## src/rtl/execute_div.sv

```systemverilog
// Iterative radix-2 restoring divider (32/32 -> 32 quotient, signed/unsigned, overflow flag).
// Optional macro EXECUTE_DIV_EARLY_EXIT_EN: skip RUN on overflow or |a| < |b|.
`ifndef EXOP_DIV_AB
`define EXOP_DIV_AB   6'h1A
`endif
`ifndef EXOP_DIV_U_AB
`define EXOP_DIV_U_AB 6'h1B
`endif
`ifndef REGSZ
`define REGSZ 32
`endif

module execute_div #(
   parameter int WIDTH = `REGSZ
) (
   input  logic             clk,
   input  logic             reset,
   input  logic             enable,
   input  logic [5:0]       div_op,
   input  logic [WIDTH-1:0] in_a,
   input  logic [WIDTH-1:0] in_b,
   output logic [WIDTH-1:0] out,
   output logic             ov,
   output logic             busy,
   output logic             done
);
   localparam int CW = $clog2(WIDTH + 1);
   localparam logic [CW-1:0]    CNT_INIT = CW'(WIDTH);
   localparam logic [WIDTH-1:0] ZERO_W   = {WIDTH{1'b0}};
   localparam logic [WIDTH-1:0] ONES_W   = {WIDTH{1'b1}};
   localparam logic [WIDTH-1:0] MIN_W    = {1'b1, {(WIDTH-1){1'b0}}};

   typedef enum logic [1:0] {
      ST_IDLE = 2'd0,
      ST_RUN  = 2'd1,
      ST_FIX  = 2'd2,
      ST_DONE = 2'd3
   } state_t;

   state_t           state_r, state_s;
   logic [WIDTH-1:0] dvd_r, dsr_r, rem_r, quo_r, out_r;
   logic [CW-1:0]    cnt_r;
   logic             qs_r, ovf_r, ov_r, busy_r, done_r;

   logic             signed_s, ovf_s, qs_s, early_s, accept_s, ge_s;
   logic [WIDTH-1:0] mag_a_s, mag_b_s;
   logic [WIDTH:0]   rem_sh_s, diff_s;

   // Two's-complement magnitude; the most negative value maps onto itself as an unsigned magnitude.
   function automatic logic [WIDTH-1:0] abs_f(input logic [WIDTH-1:0] v);
      abs_f = v[WIDTH-1] ? (ZERO_W - v) : v;
   endfunction

   // Start-cycle decode of operands, quotient sign and overflow.
   always_comb begin
      signed_s = (div_op == `EXOP_DIV_AB);
      mag_a_s  = signed_s ? abs_f(in_a) : in_a;
      mag_b_s  = signed_s ? abs_f(in_b) : in_b;
      ovf_s    = (in_b == ZERO_W) | (signed_s & (in_a == MIN_W) & (in_b == ONES_W));
      qs_s     = signed_s & (in_a[WIDTH-1] ^ in_b[WIDTH-1]);
`ifdef EXECUTE_DIV_EARLY_EXIT_EN
      early_s  = ovf_s | (mag_a_s < mag_b_s);
`else
      early_s  = 1'b0;
`endif
      accept_s = (state_r == ST_IDLE) & enable;
   end

   // One restoring step; the extra remainder bit keeps divisors above 2^(WIDTH-1) exact.
   always_comb begin
      rem_sh_s = {rem_r, dvd_r[WIDTH-1]};
      diff_s   = rem_sh_s - {1'b0, dsr_r};
      ge_s     = ~diff_s[WIDTH];
   end

   // State register.
   always_ff @(posedge clk or posedge reset) begin
      if (reset) state_r <= ST_IDLE;
      else       state_r <= state_s;
   end

   // Next-state logic.
   always_comb begin
      state_s = state_r;
      case (state_r)
         ST_IDLE: begin
            if (accept_s) state_s = early_s ? ST_FIX : ST_RUN;
            else          state_s = ST_IDLE;
         end
         ST_RUN: begin
            if (cnt_r == CW'(1)) state_s = ST_FIX;
            else                 state_s = ST_RUN;
         end
         ST_FIX:  state_s = ST_DONE;
         ST_DONE: state_s = ST_IDLE;
         default: state_s = ST_IDLE;
      endcase
   end

   // Datapath and registered outputs.
   always_ff @(posedge clk or posedge reset) begin
      if (reset) begin
         dvd_r  <= ZERO_W;
         dsr_r  <= ZERO_W;
         rem_r  <= ZERO_W;
         quo_r  <= ZERO_W;
         cnt_r  <= {CW{1'b0}};
         qs_r   <= 1'b0;
         ovf_r  <= 1'b0;
         out_r  <= ZERO_W;
         ov_r   <= 1'b0;
         busy_r <= 1'b0;
         done_r <= 1'b0;
      end else begin
         case (state_r)
            ST_IDLE: begin
               done_r <= 1'b0;
               if (accept_s) begin
                  dvd_r  <= mag_a_s;
                  dsr_r  <= mag_b_s;
                  rem_r  <= ZERO_W;
                  quo_r  <= ZERO_W;
                  cnt_r  <= CNT_INIT;
                  qs_r   <= qs_s;
                  ovf_r  <= ovf_s;
                  busy_r <= 1'b1;
               end
            end
            ST_RUN: begin
               dvd_r <= {dvd_r[WIDTH-2:0], 1'b0};
               rem_r <= ge_s ? diff_s[WIDTH-1:0] : rem_sh_s[WIDTH-1:0];
               quo_r <= {quo_r[WIDTH-2:0], ge_s};
               cnt_r <= cnt_r - CW'(1);
            end
            ST_FIX: begin
               out_r  <= ovf_r ? ZERO_W : (qs_r ? (ZERO_W - quo_r) : quo_r);
               ov_r   <= ovf_r;
               busy_r <= 1'b0;
               done_r <= 1'b1;
            end
            ST_DONE: done_r <= 1'b0;
            default: begin
               busy_r <= 1'b0;
               done_r <= 1'b0;
            end
         endcase
      end
   end

   assign out  = out_r;
   assign ov   = ov_r;
   assign busy = busy_r;
   assign done = done_r;
endmodule

```

## config.mk

```make
export PLATFORM = sky130hd
export DESIGN_NAME = execute_div
export DESIGN_NICKNAME = d
export VERILOG_FILES = /design/src/rtl/execute_div.sv
export SDC_FILE = /design/constraint.sdc
export NUM_CORES = 1
export LEC_CHECK = 0
export ABC_AREA = 1
export CORE_ASPECT_RATIO = 0.75
export CORE_MARGIN = 1
export CORE_UTILIZATION = 55
export DETAILED_ROUTE_END_ITERATION = 7
export HOLD_SLACK_MARGIN = 0.02
export PLACE_DENSITY = 0.76
export SETUP_SLACK_MARGIN = 0.5
export SLEW_MARGIN = 0
export SYNTH_ARGS = -nofsm -noshare
export SYNTH_HDL_FRONTEND = slang
export SYNTH_SLANG_ARGS = --single-unit
```

## constraint.sdc

```tcl
create_clock -name clk -period 8.6 [get_ports clk]
set_clock_uncertainty 0.1 [all_clocks]
set_input_delay 1.72 -clock clk [delete_from_list [all_inputs] [get_ports clk]]
set_output_delay 1.72 -clock clk [all_outputs]
set_load 0.01 [all_outputs]
```

==> metrics list, run 1 <==
* Final weighted congestion in routability-driven placement: 1.01
- Relative area change from synthesis to final layout: 14.3%
* Critical path required time: 8830 ps
* Layout Cell Area excl Fill: 14400 um2
* Vias after detailed routing: 12700
* Detailed Route WL: 34800 um
* Critical Path End Type: register
* Starting utilization of the core area: 56.5%
- For the worst setup path, the data arrival time is 4270 ps.
* FF-to-FF path depth: 8
* Filler Cells Inserted: 1999
- Counting both buffers and inverters, the worst setup path holds a total of 6.
* Crit path largest cell delay: 610 ps
* Maximum clock path buffer count: 2
* Top routing layer in use: met4
- Initial antenna violation count: 0
- The total overflow left after global routing is 0.
* Sum of routed wire segments on met1: 17000 um
* DP HPWL: 25900 um
- Final Net Count: 2125
* Max-capacitance violation count: 0
- Setup violations remaining at the end of the flow were counted as 0.
* Via count of the first global-routing pass: 11200
- Buffers inserted to repair hold after CTS numbered 0.
- Number of vias per cell after detailed routing: 5.47
- WP depth: 10
- Number of warnings issued by yosys: 0
* Clock buffer count from CTS: 17
- Most used standard cell by instance count after synthesis: nand2_1
- Cell area power density: 225 nW/um2
- Entering global routing, the biggest net connects 107 pins.
* Remaining routing DRC violations: 0
- Time the worst path needs with I/O delays and setup: 4040 ps
- Hold Crit Depth: 2
* CP max-delay cell: inv_1
- Part of the Yosys area used for sequential elements: 34.4%
- Width of the die: 177 um
- The count of nets left with antenna violations once routing finished came out at 0.
* Leading post-synthesis cells by cell area: dfrtp_1 (34%), nand2_1 (19%), inv_1 (9.1%), nand3_1 (6.4%), nor2_1 (4.4%)
- Class of the tightest hold or removal check: reg2reg
- In this run the cell area measured after placement is 13800 um2.
- Total design power: 3.24 mW
- Of the available clock period, the critical path in the final layout requires 47.0%.
- The synthesized design contains 173 register bits.
- Kind of cell with the highest combined delay on the critical path: buffers and inverters
* Most used standard cells in the synthesized netlist: nand2_1 (649), inv_1 (304), dfrtp_1 (173)
- Kind of start point of the critical path: primary input
* Inserted Diodes: 0
- # rows: 47
* PostCTS Resize Cnt: 0
- Mapped Cells: 1931
- CTS tree: done
- The post-route netlist has 4.45% of its cells at a drive strength greater than 1.
- Counting every sink on the clock net gives 173.
- Unrepaired setup endpoints after global routing: false
* Critical Path Fanout Max: 42
* Total Die Area: 23500 um2
- Cell area after synthesis: 12600 um2
* Mean Syn Cell Area: 6.52 um2
- Area share of the largest cell type after synthesis: 34.4%
* Wire length of the first global-routing pass: 56800 um
- At the pin with the least slew margin, the transition time is 1080 ps.
* Max Transition Viols Final: 0
- Final-layout worst hold slack: 378 ps
* WL met2: 14200 um
- Worst-path clk slew: 80 ps
- Post-synth EDFFs: 0
* Clock latency at the later pin of the worst-skew pair: 440 ps
- Worst Setup Slack, final: 4560 ps
- Drt first-iter violations: 1723
- Setup WS pre-CTS: 4130 ps
- Wire length per cell: 15.0 um
- Y dimension of the die: 133 um
- In this run the static leakage power is 7.63 nW.
- Post-synthesis net count: 2047
- IO Pins: 108
- Met3 routed WL: 3270 um
- The number of setup buffers added after CTS is 0.
- # port buffers: 107
* Async set-or-reset flop fraction in the synthesized netlist: 100%
* Peak ir drop on the vdd network: 0.000133 V
- Initial DRT Pass Iterations: 8
- Global routing used 30.4% of the available tracks across all layers.
- The netlist uses 49 different library cells.
- Final total negative setup slack: 0 ps
- Core outline area: 22300 um2
- Result of the run: completed
- Cell taking the most area after synthesis: dfrtp_1
- The critical path is of the in2reg type.
- The H-tree was split into 4 levels.
- Headroom to the max-slew limit came out at 27.9%.
- Hold violation total from the final report: 0
- The signal on the critical path passes through clkdlybuf4s50_1 > nand2_1 > buf_4 > nand2_1 > inv_2 > nor2_2 > buf_4 > inv_1 > o221ai_1 > inv_1.
* Master cell of the clock root buffer: clkbuf_16
- Top flip-flop cell by instance count after synthesis: dfrtp_1
- Based on the critical path, the design can be clocked at up to 247 MHz.
==> routing by layer <==
metal,track usage [%],vias to the layer above
met3,5.80,39
met2,42.6,559
met1,47.7,5829
met4,6.18,0
met5,0,-
li1,-,6253
==> cell type report <==
cell class	instances	area [um2]	share of cell area, %
clock inverters	13	126	0.878
multi-input cells	1392	6830	47.5
flip-flops and latches	173	4330	30.1
well taps	294	368	2.56
inverters	311	1170	8.14
clock buffers	19	443	3.08
repair buffers	114	1120	7.81
==> tightest hold or removal path, stage by stage, from the launching register on <==
cell and delay [ps]:
dfrtp_1 340, nand2_1 50, nand2_1 50
==> where the power goes <==
part | internal [mW] | total, mW | switching (mW) | leakage, nW
Combinational | 0.443 | 1.39 | 0.949 | 5.07
Sequential | 0.993 | 1.09 | 0.0967 | 2.29
Clock | 0.391 | 0.761 | 0.370 | 0.267
==> cell usage in the layout, fill, tap and decap left out, drive strengths merged <==
master,Yosys,layout
a31oi,1,1
a32o,3,3
o22ai,38,38
a21o,2,2
clkdlybuf4s50,0,107
o21bai,3,3
xor2,35,35
inv,309,316
o2111ai,1,1
nor2,158,158
nand3,162,162
o221ai,2,2
dfrtp,173,173
a21oi,57,57
xnor2,15,15
mux2,1,1
nor3,32,32
fa,1,1
nor4,4,4
clkinv,2,4
nand3b,5,5
clkinvlp,0,4
o21ai,103,103
nand2,662,662
o31ai,5,5
a22oi,7,7
nand4,32,32
or2,12,12
o211ai,3,3
and3,1,1
ha,42,42
buf,22,7
clkbuf,33,19
and2,5,5
==> registers in the layout, summed over array words and instances, names as in the netlist, named ones only <==
| name | count |
|---|---|
| out | 32 |
| quo_r | 32 |
| qs_r | 1 |
| dsr_r | 32 |
| cnt_r | 6 |
| rem_r | 32 |
| state_r | 1 |
| ov | 1 |
| done | 1 |
| dvd_r | 32 |
| busy | 1 |
| ovf_r | 1 |
==> cell families (layout without fill, tap and decap cells) <==
logic type               count (synthesis)  in the layout  share of synthesized area, %
AO/OA/AOI/OAI                          225            225                          10.2
XOR/XNOR                                50             50                          3.48
AND/OR/NAND/NOR                       1073           1073                          36.2
flip-flops                             173            173                          34.4
buffers and inverters                  366            457                          11.4
adder cells (fa/ha/maj)                 43             43                          4.33
multiplexers                             1              1                        0.0894
==> path summary, 6_finish.rpt <==
check	start	end	slack [ps]
setup / recovery	enable	dvd_r[1]	4560
max in group asynchronous	reset	out[28]	5140
hold / removal	dvd_r[15]	dvd_r[15]	380
setup reg to reg	register	dvd_r[1]	4600
min in group asynchronous	reset	rem_r[4]	1750
hold reg to reg	dvd_r[15]	dvd_r[15]	380
==> stage by stage <==
stage,utilization [%],std cells
after detailed placement,62.0,2284
after global routing,64.6,2316
after CTS,64.6,2316
final,64.6,2316
after global placement,62.0,2284
after floorplan,-,1931
Note: power is estimated with default switching activity, not from simulation.
==> inputs of run 2 (changes only) <==
--- a/config.mk
+++ b/config.mk
@@ -8,10 +8,10 @@
 export ABC_AREA = 1
 export CORE_ASPECT_RATIO = 0.75
 export CORE_MARGIN = 1
-export CORE_UTILIZATION = 55
+export CORE_UTILIZATION = 54
 export DETAILED_ROUTE_END_ITERATION = 7
 export HOLD_SLACK_MARGIN = 0.02
-export PLACE_DENSITY = 0.76
+export PLACE_DENSITY = 0.78
 export SETUP_SLACK_MARGIN = 0.5
 export SLEW_MARGIN = 0
 export SYNTH_ARGS = -nofsm -noshare
==> constraint.sdc (replaced) <==
create_clock -name clk -period 3.4 [get_ports clk]
set_clock_uncertainty 0.1 [all_clocks]
set_input_delay 0.68 -clock clk [delete_from_list [all_inputs] [get_ports clk]]
set_output_delay 0.68 -clock clk [all_outputs]
set_load 0.01 [all_outputs]
==> metrics list, run 2 (synthesized netlist as in run 1, its figures left out) <==
- Final weighted congestion in routability-driven placement: 0.990 (was 1.01)
- The final-report max-slew violation count came to 0 (unchanged).
- The post-layout net count came to 2137 (was 2125).
* Core outline area: 22500 um2 (was 22300 um2)
- The sum of internal, switching and leakage power came to 8.41 mW (was 3.24 mW).
- The half-perimeter wire length after detailed placement came to 26500 um (was 25900 um).
- Total Die Area: 23900 um2 (was 23500 um2)
* Hold violation total from the final report: 0 (unchanged)
- The largest net degree at the start of global routing is 97 (was 107).
- Critical path required time: 3640 ps (was 8830 ps)
* Filler Cells Inserted: 2054 (was 1999)
- Maximum clock path buffer count: 2 (unchanged)
- Post-route ant nets: 0 (unchanged)
* Placed cell areas: 14000 um2 (was 13800 um2)
* Initial DRT Pass Iterations: 6 (was 8)
* Setup WS pre-CTS: 444 ps (was 4130 ps)
* Leading cell type in the layout, fill and taps excluded: nand2_1 (unchanged)
* Final-layout worst hold slack: 381 ps (was 378 ps)
* Wire length per cell: 15.3 um (was 15.0 um)
* Cell area power density: 577 nW/um2 (was 225 nW/um2)
- Relative area change from synthesis to final layout: 15.8% (was 14.3%)
- Post-CTS repair timing setup buffer count: 0 (unchanged)
* Critical Path End Type: register (unchanged)
- Worst-path clk slew: 80 ps (about the same)
* Non-Filler Instances: 2330 (was 2316)
- The via count of the first global-routing pass came to 11500 (was 11200).
- The H-tree depth came to 4 (unchanged).
* Result of the run: completed (unchanged)
- The arrival time at the worst endpoint was 2960 ps (was 4270 ps).
- # rows: 47 (unchanged)
- Unrepaired setup endpoints after global routing: false (unchanged)
- The clock root buffer was clkbuf_16 (unchanged).
* Y dimension of the die: 134 um (was 133 um)
* Time the worst path needs with I/O delays and setup: 2720 ps
- The proportion of layout cells with a drive suffix above 1 is 5.06% (was 4.45%).
- Finish-stage setup viols: 0 (unchanged)
* Remaining routing DRC violations: 0 (unchanged)
- The highest fanout seen on the critical path was 22 (was 42).
- The worst relative slew slack is 45.4% (was 27.9%).
- The final-layout setup total negative slack was 0 ps (unchanged).
* Worst Setup Slack, final: 681 ps (was 4560 ps)
- Classification of the worst setup path: reg2reg (was in2reg)
- The horizontal die dimension is 178 um (was 177 um).
* Clock Sink Count: 173 (unchanged)
- Vias after detailed routing: 12600 (was 12700)
- Starting utilization of the core area: 56.1% (was 56.5%)
- Post-Route Utilization: 64.9% (was 64.6%)
- The number of port buffers was 107 (unchanged).
- Drt first-iter violations: 1454 (was 1723)
* Wire length of the first global-routing pass: 57900 um (was 56800 um)
* Total placed cells including tap cells: 2296 (was 2284)
- The max-cap check violation count is 0 (unchanged).
- Measured slew at the worst slew-check pin: 819 ps (was 1080 ps)
- Worst reg2reg setup slack: 680 ps (was 4600 ps)
- Layout Cell Area excl Fill: 14600 um2 (was 14400 um2)
- Number of vias per cell after detailed routing: 5.40 (was 5.47)
- The maximum VDD drop is 0.000368 V (was 0.000133 V).
- IO Pins: 108 (unchanged)
- Timing would allow up to 368 MHz.
- Clock buffer count from CTS: 17 (unchanged)
- The source-to-sink clock delay at the later pin of the worst-skew pair was 450 ps (was 440 ps).
- Commonest non-fill, non-tap cells in the layout: nand2_1 (649), inv_1 (302), dfrtp_1 (173), nand3_1 (160), nor2_1 (147) (unchanged)
- The class of the tightest hold or removal check was reg2reg (unchanged).
* CTS tree: done (unchanged)
* Final cycle utilization of the critical path: 80.0%
- The standby leakage power is 7.73 nW (was 7.63 nW).
* Grt ovf: 0 (unchanged)
- Initial antenna violation count: 2 (was 0)
- Kind of start point of the critical path: register (was primary input)
- Total Routing Usage GR: 30.7% (was 30.4%)
- Detailed Route WL: 35600 um (was 34800 um)
[run 2: final cells by class]
class | instances | area [um2] | area share, %
diodes | 2 | 5.00 | 0.0343
clock inverters | 14 | 174 | 1.19
flip-flops and latches | 173 | 4330 | 29.7
multi-input cells | 1392 | 6840 | 46.9
repair buffers | 126 | 1250 | 8.58
inverters | 311 | 1170 | 8.03
clock buffers | 18 | 439 | 3.01
well taps | 294 | 368 | 2.52
[run 2: final timing paths]
path	start	to	depth (start not counted)
setup reg to reg	dvd_r[31]	rem_r[17]	17
setup / recovery	dvd_r[31]	rem_r[17]	17
hold / removal	out[12]	out[12]	2
hold reg to reg	out[12]	out[12]	2
min in group asynchronous	reset	dvd_r[3]	2
max in group asynchronous	reset	rem_r[23]	3
[run 2: worst max-delay path, cell delays in order (launching register included)]
cell,delay (ps)
dfrtp_1,390
inv_1,80
ha_1,140
inv_1,80
fa_1,430
nand2_1,100
nand2_1,90
nand3_2,90
nand2_2,90
nand2_1,80
nand2_2,80
nand2_4,90
nand3_2,120
nand2_8,210
buf_4,220
nand2_1,60
nand3_1,70
nand2_1,70
[run 2: layer usage]
metal  part of all wire, %  vias to the layer above  global-route usage, %  wire length (um)
met5                     0                        -                      0                 0
met2                    41                      518                   42.9             14500
li1                      -                     6278                      -                 -
met4                   1.3                        0                   7.20               466
met1                    48                     5763                   46.3             17100
met3                   9.8                       33                   8.59              3480
[run 2: repair_timing]
action / in CTS / in global routing
gates resized for setup: 0 / 1
hold buffers: 0 / 0
endpoints found under the setup margin: 0 / 11
hold endpoints to repair: 0 / 0
[run 2: report_power, final]
part / leakage [nW] / switching, mW / internal [mW] / total, mW
Combinational: 5.15 / 2.44 / 1.16 / 3.60
Sequential: 2.29 / 0.247 / 2.51 / 2.76
Clock: 0.300 / 0.977 / 1.08 / 2.05
==> inputs of run 3 (changes only) <==
==> constraint.sdc (replaced) <==
create_clock -name clk -period 2.4 [get_ports clk]
set_clock_uncertainty 0.1 [all_clocks]
set_input_delay 0.48 -clock clk [delete_from_list [all_inputs] [get_ports clk]]
set_output_delay 0.48 -clock clk [all_outputs]
set_load 0.01 [all_outputs]
==> metrics list, run 3 (synthesized netlist as in run 1, its figures left out) <==
- The number of DRC violations after detailed routing is 0 (unchanged).
- Wire length of the first global-routing pass: 66100 um (was 57900 um)
- Sequential power share: 28.4% (was 32.8%)
* Peak ir drop on the vdd network: 0.000593 V (was 0.000368 V)
- The clock power share came to 22.5% (was 24.4%).
* Worst reg2reg setup slack: -60 ps (was 680 ps)
- Relative area change from synthesis to final layout: 36.2% (was 15.8%)
* Classification of the worst setup path: reg2reg (unchanged)
- The all-layer global routing usage is 35.4% (was 30.7%).
* # rows: 47 (unchanged)
* Kind of start point of the critical path: register (unchanged)
- The clock tree from TritonCTS is done (unchanged).
* Layout Cell Area excl Fill: 17200 um2 (was 14600 um2)
- The number of filler cells placed in the layout is 1662 (was 2054).
- IO Pins: 108 (unchanged)
- Cell area power density: 802 nW/um2 (was 577 nW/um2)
- Class of the tightest hold or removal check: in2async (was reg2reg)
* Clock buffer count from CTS: 17 (unchanged)
- Commonest non-fill, non-tap cells in the layout: nand2_1 (596), inv_1 (279), buf_4 (176), dfrtp_1 (172), nand3_1 (130) (was nand2_1 (649), inv_1 (302), dfrtp_1 (173), nand3_1 (160), nor2_1 (147))
- The number of antenna violations at the first check in global routing was 1 (was 2).
- The final critical delay including setup and external delays is 2460 ps (was 2720 ps).
* Drt first-iter violations: 1608 (was 1454)
- Area of the multi-input gates: 7740 um2 (was 6840 um2)
* Register cell area after layout: 4330 um2 (about the same)
* Total internal power: 7.90 mW (was 4.75 mW)
* Maximum clock path buffer count: 2 (unchanged)
- Worst Setup Slack, final: -60.3 ps (was 681 ps)
* Logic gate share of total power: 49.2% (was 42.8%)
- Post-route ant nets: 0 (unchanged)
- Detailed Route WL: 43700 um (was 35600 um)
- Core outline area: 22500 um2 (unchanged)
- The final-report max-slew violation count is 0 (unchanged).
- The total grt overflow is 0 (unchanged).
* Worst-path clk slew: 80 ps (about the same)
- The clock sink total is 173 (unchanged).
- The final-layout setup total negative slack is -60.3 ps (was 0 ps).
- The vias per cell was 5.64 (was 5.40).
- # port buffers: 107 (unchanged)
* Switching share of total power: 42.6% (was 43.5%)
- Critical Path Fanout Max: 15 (was 22)
* Y dimension of the die: 134 um (unchanged)
- The iteration count of the initial detailed-routing pass came to 8 (was 6).
* Clock latency at the later pin of the worst-skew pair: 450 ps (about the same)
- Leakage: 9.37 nW (was 7.73 nW)
- Result of the run: finished, violations left (was completed)
- The final clock period utilization by the worst path is 103% (was 80.0%).
- Failing checks: negative setup slack
- Master cell of the clock root buffer: clkbuf_16 (unchanged)
- The critical path required time was 2640 ps (was 3640 ps).
- The total number of vias is 14200 (was 12600).
- The final routed wire length divided by cell count came to 17.3 um (was 15.3 um).
- Placed cell areas: 15100 um2 (was 14000 um2)
- The critical path capture point type is a register (unchanged).
- The H-tree depth was 4 (unchanged).
* Arrival time worst endpoint: 2700 ps (was 2960 ps)
- The leading cell type in the layout, fill and taps excluded is nand2_1 (unchanged).
- The peak clock frequency supported by timing came to 406 MHz (was 368 MHz).
- The half-perimeter wire length after detailed placement is 28500 um (was 26500 um).
- The effective utilization at floorplan was 56.1% (unchanged).
* Max-capacitance violation count: 0 (unchanged)
- The worst relative slew slack came to 63.4% (was 45.4%).
- Hold violation total from the final report: 0 (unchanged)
- Final Net Count: 2329 (was 2137)
* Unrepaired setup endpoints after global routing: true (was false)
* Total net switching power: 5.86 mW (was 3.66 mW)
* Total Die Area: 23900 um2 (unchanged)
- The final estimated routing congestion in global placement was 0.980 (was 0.990).
- The via count of the first global-routing pass came to 12900 (was 11500).
* Pin count of the biggest net entering global routing: 65 (was 97)
* Share of post-route cells with drive strength above 1: 21.7% (was 5.06%)
* Measured slew at the worst slew-check pin: 549 ps (was 819 ps)
- Width of the die: 178 um (unchanged)
- The final setup violation count was 1 (was 0).
-- run 3: changes by cell type in the layout (fill, tap and decap cells not counted), moves of 25 or more --
cell,delta
nand2_2,+36
clkdlybuf4s50_1,-75
nand3_1,-30
dlygate4sd2_1,+49
nand3_2,+25
buf_4,+160
nor2_1,-33
nand2_1,-53
o21ai_0,-28
-- run 3: final timing paths --
kind / cells past startpoint / to / startpoint
worst max register to register: 12 / rem_r[13] / dsr_r[22]
worst max-delay path: 12 / rem_r[13] / dsr_r[22]
worst min register to register: 2 / out[30] / out[30]
max in group asynchronous: 3 / dsr_r[30] / reset
min in group clk: 4 / dvd_r[0] / in_a[0]
worst min-delay path: 2 / out[30] / reset
-- run 3: layout make-up --
type	count	area share (%)
Antenna cell	1	0.0146
Clock buffer	18	2.56
Clock inverter	14	1.17
Inverter	311	6.90
Multi-Input combinational cell	1395	45.1
Sequential cell	173	25.2
Tap cell	294	2.14
Timing Repair Buffer	315	16.9
-- run 3: power groups by stage --
| stage | sequential, mW | clock, mW | combinational, mW |
|---|---|---|---|
| after CTS | 3.88 | 3.08 | 6.30 |
| after floorplan | 3.85 | 0 | 3.65 |
| after global placement | 3.91 | 0 | 5.73 |
| after detailed placement | 3.92 | 0 | 5.81 |
| final | 3.90 | 3.09 | 6.76 |
| after global routing | 3.97 | 3.20 | 7.36 |
-- run 3: timing repair --
item                       in CTS  in global routing
hold buffers                    0                  0
gates cloned                    6                  2
resized for setup             170                189
setup buffers                  33                 11
pin swaps                      45                 72
setup endpoints to repair     148                141
-- run 3: through the flow --
step / hold WS [ps] / total power [mW] / utilization [%] / setup slack, ps / cells
final: 265 / 13.8 / 76.4 / -60.3 / 2521
after global routing: 292 / 14.5 / 76.4 / -160 / 2521
after CTS: 273 / 13.3 / 73.3 / 21.7 / 2507
after detailed placement: 365 / 9.74 / 67.1 / -244 / 2436
after global placement: 357 / 9.64 / 67.1 / -323 / 2436
after floorplan: 344 / 7.50 / - / -391 / 1931
-- run 3: layer usage --
metal | global-route usage [%] | routed length (um)
met5 | 0 | 0
met4 | 8.99 | 1240
met3 | 7.34 | 4730
met2 | 51.6 | 18400
met1 | 52.8 | 19300
-- run 3: worst max-delay path: stages, from the launching register on --
cell	delay, ps
dfrtp_1	380
inv_1	130
ha_1	280
nand2_2	110
inv_1	60
a21oi_2	160
nand2_1	120
a21oi_4	260
nand3_4	220
nand2_8	210
nand2_1	110
nand3_1	130
nand2_1	70
